`src/rtl/sextium_mem_arbiter.sv`:
```
// Two-master round-robin arbiter for the Sextium RAM controller CPU-side port.
// Registered downstream strobes, per-master read-data holding and an ack-timeout watchdog.
module sextium_mem_arbiter #(
    parameter int AW      = 16,
    parameter int DW      = 16,
    parameter int TIMEOUT = 15
) (
    input  logic          clock,
    input  logic          reset,
    input  logic [AW-1:0] m0_addr,
    input  logic [AW-1:0] m1_addr,
    input  logic [DW-1:0] m0_wdata,
    input  logic [DW-1:0] m1_wdata,
    input  logic          m0_read,
    input  logic          m1_read,
    input  logic          m0_write,
    input  logic          m1_write,
    output logic [DW-1:0] m0_rdata,
    output logic [DW-1:0] m1_rdata,
    output logic          m0_ack,
    output logic          m1_ack,
    output logic          m0_err,
    output logic          m1_err,
    output logic [AW-1:0] addr_bus,
    output logic [DW-1:0] mem_bus_out,
    input  logic [DW-1:0] mem_bus_in,
    output logic          mem_read,
    output logic          mem_write,
    input  logic          mem_ack,
    output logic          grant,
    output logic          busy
);

    typedef enum logic [1:0] {IDLE, REQ, ACK} state_e;

    localparam logic [7:0] TO_LAST = (TIMEOUT == 0) ? 8'd0 : 8'(TIMEOUT - 1);

    state_e        state_q, state_d;
    logic          grant_q, grant_d;
    logic          rr_q, rr_d;
    logic [AW-1:0] addr_q, addr_d;
    logic [DW-1:0] wdata_q, wdata_d;
    logic          rd_q, rd_d;
    logic          wr_q, wr_d;
    logic          err_q, err_d;
    logic [7:0]    cnt_q, cnt_d;
    logic [DW-1:0] rdata0_q, rdata0_d;
    logic [DW-1:0] rdata1_q, rdata1_d;

    logic req0, req1, timeout_hit, sel;

    assign req0        = m0_read | m0_write;
    assign req1        = m1_read | m1_write;
    assign timeout_hit = (TIMEOUT != 0) && (cnt_q == TO_LAST);

    always_ff @(posedge clock) begin
        if (reset) state_q <= IDLE;
        else       state_q <= state_d;
    end

    always_comb begin
        state_d = state_q;
        unique case (state_q)
            IDLE:    if (req0 || req1) state_d = REQ;
            REQ:     if (mem_ack || timeout_hit) state_d = ACK;
            ACK:     state_d = IDLE;
            default: state_d = IDLE;
        endcase
    end

    always_comb begin
        m0_ack = (state_q == ACK) && !grant_q;
        m1_ack = (state_q == ACK) &&  grant_q;
        m0_err = m0_ack && err_q;
        m1_err = m1_ack && err_q;
        busy   = (state_q != IDLE);
    end

    // Tie goes to the master the rr pointer does not name; read+write is a write.
    always_comb begin
        grant_d  = grant_q;
        rr_d     = rr_q;
        addr_d   = addr_q;
        wdata_d  = wdata_q;
        rd_d     = rd_q;
        wr_d     = wr_q;
        err_d    = err_q;
        cnt_d    = cnt_q;
        rdata0_d = rdata0_q;
        rdata1_d = rdata1_q;
        sel      = 1'b0;
        unique case (state_q)
            IDLE: begin
                cnt_d = '0;
                if (req0 || req1) begin
                    sel     = (req0 && req1) ? ~rr_q : req1;
                    grant_d = sel;
                    rr_d    = sel;
                    err_d   = 1'b0;
                    if (sel) begin
                        addr_d  = m1_addr;
                        wdata_d = m1_wdata;
                        wr_d    = m1_write;
                        rd_d    = m1_read & ~m1_write;
                    end else begin
                        addr_d  = m0_addr;
                        wdata_d = m0_wdata;
                        wr_d    = m0_write;
                        rd_d    = m0_read & ~m0_write;
                    end
                end
            end
            REQ: begin
                if (mem_ack) begin
                    rd_d = 1'b0;
                    wr_d = 1'b0;
                    if (rd_q) begin
                        if (grant_q) rdata1_d = mem_bus_in;
                        else         rdata0_d = mem_bus_in;
                    end
                end else begin
                    cnt_d = cnt_q + 8'd1;
                    if (timeout_hit) begin
                        rd_d  = 1'b0;
                        wr_d  = 1'b0;
                        err_d = 1'b1;
                    end
                end
            end
            ACK:     cnt_d = '0;
            default: ;
        endcase
    end

    always_ff @(posedge clock) begin
        if (reset) begin
            grant_q  <= 1'b0;
            rr_q     <= 1'b1;
            addr_q   <= '0;
            wdata_q  <= '0;
            rd_q     <= 1'b0;
            wr_q     <= 1'b0;
            err_q    <= 1'b0;
            cnt_q    <= '0;
            rdata0_q <= '0;
            rdata1_q <= '0;
        end else begin
            grant_q  <= grant_d;
            rr_q     <= rr_d;
            addr_q   <= addr_d;
            wdata_q  <= wdata_d;
            rd_q     <= rd_d;
            wr_q     <= wr_d;
            err_q    <= err_d;
            cnt_q    <= cnt_d;
            rdata0_q <= rdata0_d;
            rdata1_q <= rdata1_d;
        end
    end

    assign addr_bus    = addr_q;
    assign mem_bus_out = wdata_q;
    assign mem_read    = rd_q;
    assign mem_write   = wr_q;
    assign grant       = grant_q;
    assign m0_rdata    = rdata0_q;
    assign m1_rdata    = rdata1_q;

endmodule

```
`config.mk`:
```
export PLATFORM = sky130hd
export DESIGN_NAME = sextium_mem_arbiter
export DESIGN_NICKNAME = d
export VERILOG_FILES = /design/src/rtl/sextium_mem_arbiter.sv
export SDC_FILE = /design/constraint.sdc
export NUM_CORES = 1
export LEC_CHECK = 0
export ABC_AREA = 1
export CORE_ASPECT_RATIO = 1.75
export CORE_MARGIN = 2
export CORE_UTILIZATION = 35
export CTS_CLUSTER_SIZE = 14
export DETAILED_ROUTE_END_ITERATION = 10
export PLACE_DENSITY = 0.7
export SLEW_MARGIN = 40
export SYNTH_ARGS = -nofsm -noshare
export SYNTH_HDL_FRONTEND = slang
export SYNTH_SLANG_ARGS = --single-unit
```
`constraint.sdc`:
```
create_clock -name clock -period 1.4 [get_ports clock]
set_input_delay 0.28 -clock clock [delete_from_list [all_inputs] [get_ports clock]]
set_output_delay 0.28 -clock clock [all_outputs]
set_load 0.01 [all_outputs]
```
Yosys cells after proc, flatten, opt, wreduce, memory -nomap -nowiden
Cells that the tools add are included.
{ "classes": {"add_sub_neg": 1, "n_eq_ne": 8, "mux": 20, "bitwise_logic": 8, "reduce_logical": 20} }
{ "op_table": {"columns": ["cell", "n"], "rows": [
  ["$mux W16", 2],
  ["$pmux W8 S2", 1],
  ["$reduce_and A4 Y1", 3],
  ["$mux W1", 10],
  ["$add A8 B1 Y8 const B", 1],
  ["$eq A8 B4 Y1 const B", 1],
  ["$mux W8", 1],
  ["$ne A2 B2 Y1 const B", 4],
  ["$pmux W1 S2", 3],
  ["$reduce_and A2 Y1", 3],
  ["$reduce_bool A2 Y1", 3],
  ["$logic_and A1 B1 Y1", 5],
  ["$mux W2", 2],
  ["$not A1 Y1", 4],
  ["$pmux W2 S2", 1],
  ["$ne A3 B3 Y1 const B", 1],
  ["$reduce_and A3 Y1", 1],
  ["$and A1 B1 Y1", 2],
  ["$eq A2 B1 Y1 const B", 1],
  ["$eq A2 B2 Y1 const B", 1],
  ["$logic_not A2 Y1", 1],
  ["$logic_or A1 B1 Y1", 2],
  ["$or A1 B1 Y1", 2],
  ["$reduce_or A2 Y1", 1],
  ["$logic_not A1 Y1", 1]
]} }
{ "totals": {"register_bits": 79, "input_bits": 87, "output_inout_bits": 72} }

Depth between registers and ports, before layout
{ "depth": {"ltp_word": 6, "depth_mapped": 11, "ltp_nobuf": 11} }

Worst setup path before layout
No wires, ideal clock.
{ "synth_path": {"path_type": "reg-to-output", "from": "register grant_q, in the netlist grant", "to": "output m1_err", "arrival_time_ns": 1.022, "slack_ns": 0.098, "path_stages_with_launch": 3, "cell_sequence": "dfxtp_1 -> inv_1 -> nor4_1"} }
{ "synth_via": {"elab_chain_cells": 2} }
{ "synth_rtl": {"columns": ["item", "line", "text"], "rows": [
  ["start, declared", "39", "logic grant_q, grant_d;"],
  ["start signal, assigned", "148", "grant_q <= grant_d;"],
  ["$logic_and A1 B1 Y1", "73", "m1_ack = (state_q == ACK) && grant_q;"],
  ["$logic_and A1 B1 Y1", "75", "m1_err = m1_ack && err_q;"],
  ["end, declared", "23", "output logic m1_err,"]
]} }
Every way passes these cells.

Worst setup path in the final report
{ "layout_path": {"from": "register state_q[0]", "to": "register rdata1_q[4], in the netlist m1_rdata[4]"} }
{ "layout_via": {"elab_chain_cells": 2} }
{ "layout_rtl": {"columns": ["item", "line", "text"], "rows": [
  ["start, declared", "38", "state_e state_q, state_d;"],
  ["start signal, assigned", "58", "else state_q <= state_d;"],
  ["$eq A2 B1 Y1", "92", "unique case (state_q)"],
  ["$reduce_and A4 Y1 (no source line)", null, null],
  ["end signal, assigned", "157", "rdata1_q <= rdata1_d;"],
  ["end, declared", "48", "logic [DW-1:0] rdata1_q, rdata1_d;"]
]} }
Every way passes these cells.
A chain may end at the register's enable or synchronous reset.

==> impl_metrics.sql <==
INSERT INTO impl_metrics (metric_group, metric, value, unit) VALUES
('timing', 'post-route-period-util', '1.11', ''),
('setup_path', 'setup.worst_path.start_class', 'register', ''),
('cells_and_area', 'antenna_cells', '0', ''),
('timing', 'finalHoldViolations', '0', ''),
('drt', 'wl_per_cell', '13.8', 'um'),
('outcome', 'outcome', 'finished with violations', ''),
('cells_and_area', 'final.fill_count', '876', ''),
('grt', 'global_route.overflow_total', '0', ''),
('clock_tree', 'ctsHtreeMaxLevel', '3', ''),
('setup_path', 'critical_path_peak_fanout', '8', ''),
('setup_path', 'critical_path.slowest_cell', 'dfxtp_4', ''),
('drt', 'drt_iter0_markers', '102', ''),
('logic_synthesis', 'seq_area_frac_synth', '0.457', ''),
('cells_and_area', 'most-common-layout-cells', 'nand2_1 (86), clkdlybuf4s50_1 (82), dfxtp_1 (74)', ''),
('logic_synthesis', 'netlist_instances', '470', ''),
('setup_path', 'setup.reg_to_reg.worst_slack', '-0.15', 'ns'),
('logic_synthesis', 'synth_nets', '559', ''),
('power_and_ir_drop', 'vdd_drop_max', '702', 'uV'),
('timing', 'setup-tns-final', '-6.28', 'ns'),
('placement', 'dp_worst_setup_slack', '-0.414', 'ns'),
('grt', 'grt_pass1_wl', '17500', 'um'),
('drt', 'viasPerCell', '4.80', ''),
('flow_run', 'max_cap_viol_count', '0', ''),
('setup_path', 'worst_ep_arrival_time', '1.82', 'ns'),
('setup_path', 'r2r_start', 'state_q[0]', ''),
('setup_path', 'reg2reg_to', 'm1_rdata[4]', ''),
('setup_path', 'critPathMaxStageDelay', '0.39', 'ns'),
('drt', 'antenna_left', '0', ''),
('clock_tree', 'cts.reportedPaths.clkPinSlew', '0.06', 'ns'),
('clock_tree', 'clk_latency', '0.33', 'ns'),
('setup_path', 'critical_path.most_common_cell', 'nor2_1', ''),
('clock_tree', 'max-clock-path-buffers', '2', ''),
('placement', 'place.gp.congestion', '0.744', ''),
('timing', 'clock-skew-final', '0.0102', 'ns'),
('clock_tree', 'cts_root_buf', 'clkbuf_16', ''),
('timing', 'timing_worst_slew_pin_value', '0.235', 'ns'),
('timing', 'period_minus_slack', '1.55', 'ns'),
('outcome', 'violations', 'setup timing', ''),
('setup_path', 'required', '1.67', 'ns'),
('timing', 'post-route-worst-setup-slack', '-0.153', 'ns'),
('drt', 'drcViolationCount', '0', ''),
('setup_path', 'setup.worst_path.class', 'reg2reg', ''),
('drt', 'detailedRoute.firstPassIterationCount', '4', ''),
('setup_path', 'worstRegToRegCells', '9', ''),
('timing', 'worst_slew_margin_rel', '0.842', ''),
('drt', 'postRouteWirelength', '11000', 'um'),
('setup_path', 'critical_path.endpoint_type', 'register', ''),
('placement', 'detailed_place.area', '5370', 'um2'),
('clock_tree', 'hold_buffers', '0', ''),
('timing', 'fmax', '644', 'MHz'),
('die', 'fp.dieH', '136', 'um'),
('timing', 'setup_viol', '71', ''),
('cells_and_area', 'most_frequent_standard_cell_in_the_layout_excluding_fill_and_tap_cells', 'nand2_1', ''),
('placement', 'place.port_buffers', '158', ''),
('cells_and_area', 'postLayoutCoreUtil', '0.644', ''),
('grt', 'grt_max_degree', '33', ''),
('power_and_ir_drop', 'total_leakage_power', '2.98', 'nW'),
('die', 'floorplan.core_area', '9730', 'um2'),
('timing', 'report.final.slew_viol_count', '0', ''),
('clock_tree', 'cts_buffers', '9', ''),
('clock_tree', 'cts_num_sinks', '79', ''),
('placement', 'detailed_place_hpwl', '7210', 'um'),
('cells_and_area', 'post-route-cell-area', '6270', 'um2'),
('logic_synthesis', 'total_standard_cell_area_after_synthesis', '3460', 'um2'),
('grt', 'antenna_found_initial', '0', ''),
('cells_and_area', 'syn2layout_area_growth', '81.0', '%'),
('timing', 'grt_setup_unrepaired', 'yes', ''),
('clock_tree', 'clock_tree_from_tritoncts', 'yes', ''),
('logic_synthesis', 'yosys.cell_types.count', '28', ''),
('min_path', 'hold_path_class', 'reg2reg', ''),
('die', 'placement_rows', '48', '');
## how the worst min path moves through the flow
stage | from | to | slack [ns] | cells after the start
3_3_place_gp | m0_rdata[11] | m0_rdata[11] | 0.46 | 2
6_report | m0_rdata[11] | m0_rdata[11] | 0.47 | 2
3_5_place_dp | m0_rdata[7] | m0_rdata[7] | 0.47 | 2
5_1_grt | m0_rdata[14] | m0_rdata[14] | 0.50 | 2
4_1_cts | m0_read | mem_read | 0.48 | 5
2_1_floorplan | reset | state_q[0] | 0.35 | 1
## registers in the layout (all words and copies together) (netlist names)
register and flops:
err_q 1, rr_q 1, m1_rdata 16, m0_rdata 16, grant 1, cnt_q 8
addr_bus 16, mem_read 1, mem_write 1, state_q 2, mem_bus_out 16
## power breakdown
part	total (mW)	switching, mW	internal, mW
clock network	2.36	0.955	1.40
logic	1.97	0.933	1.04
registers	2.54	0.100	2.44
## per-stage QoR
stage	total power, mW	hold slack [ns]	instances
6_report	6.87	0.475	799
5_1_grt	7.22	0.502	799
4_1_cts	6.83	0.477	792
3_5_place_dp	4.21	0.475	759
3_3_place_gp	4.19	0.461	759
2_1_floorplan	3.31	0.349	470
## layer usage
layer / track usage / part of all wire / wire [um] / vias to the layer above
met5: 0 / 0 / 0 / -
met4: 0.0776 / 0.028 / 314 / 0
met3: 0.0473 / 0.060 / 667 / 22
met2: 0.388 / 0.54 / 6010 / 142
met1: 0.211 / 0.37 / 4050 / 1738
li1: - / - / - / 1931
## kinds of logic after synthesis
| group | after synthesis | synth area share |
|---|---|---|
| AND/OR/NAND/NOR | 228 | 0.282 |
| AO/OA/AOI/OAI | 79 | 0.140 |
| adder cells (fa/ha/maj) | 2 | 0.00722 |
| buffers and inverters | 82 | 0.114 |
| flip-flops | 79 | 0.457 |
## cell usage after synthesis
master    instances  share of area
nand2_1          92           0.10
nor2_1           83          0.090
dfxtp_1          79           0.46
inv_1            53          0.057
nand3_1          34          0.049
o211ai_1         33          0.072
o21ai_1          21          0.030
o21ai_0          16          0.023
buf_2             9          0.013
nor3_1            9          0.013
clkbuf_1          7         0.0076
a21oi_1           6         0.0087
buf_4             4         0.0087
nor4_1            3         0.0054
buf_12            2          0.012
buf_6             2         0.0065
ha_1              2         0.0072
inv_2             2         0.0022
inv_6             2         0.0051
nand3_4           2          0.010
nor2_2            2         0.0036
a211oi_1          1         0.0022
a41oi_1           1         0.0025
inv_4             1         0.0018
nor2_4            1         0.0033
nor2_8            1         0.0058
nor3b_1           1         0.0022
o22ai_1           1         0.0018
## cell type report
| cell class | count | area (um2) | area share |
|---|---|---|---|
| timing repair inverter | 1 | 8.76 | 0.00140 |
| tap | 125 | 156 | 0.0250 |
| clock buffer | 9 | 225 | 0.0359 |
| multi-input combinational | 313 | 1870 | 0.298 |
| timing repair buffer | 207 | 2090 | 0.333 |
| sequential | 79 | 1590 | 0.254 |
| inverter | 58 | 255 | 0.0407 |
| clock inverter | 7 | 77.6 | 0.0124 |
## worst max-delay path, delay by kind of cell, from the launching register on
family	cells	cell delay, ns
flops	1	0.39
simple gates	5	0.71
buf+inv	4	0.39
## what timing repair did
item | CTS | global route
buffers inserted | 9 | 5
cloned | 8 | 3
endpoints found under the setup margin | 137 | 78
pin swaps | 18 | 23
gates resized for setup | 139 | 77
Power figures use the tool's default switching activity.
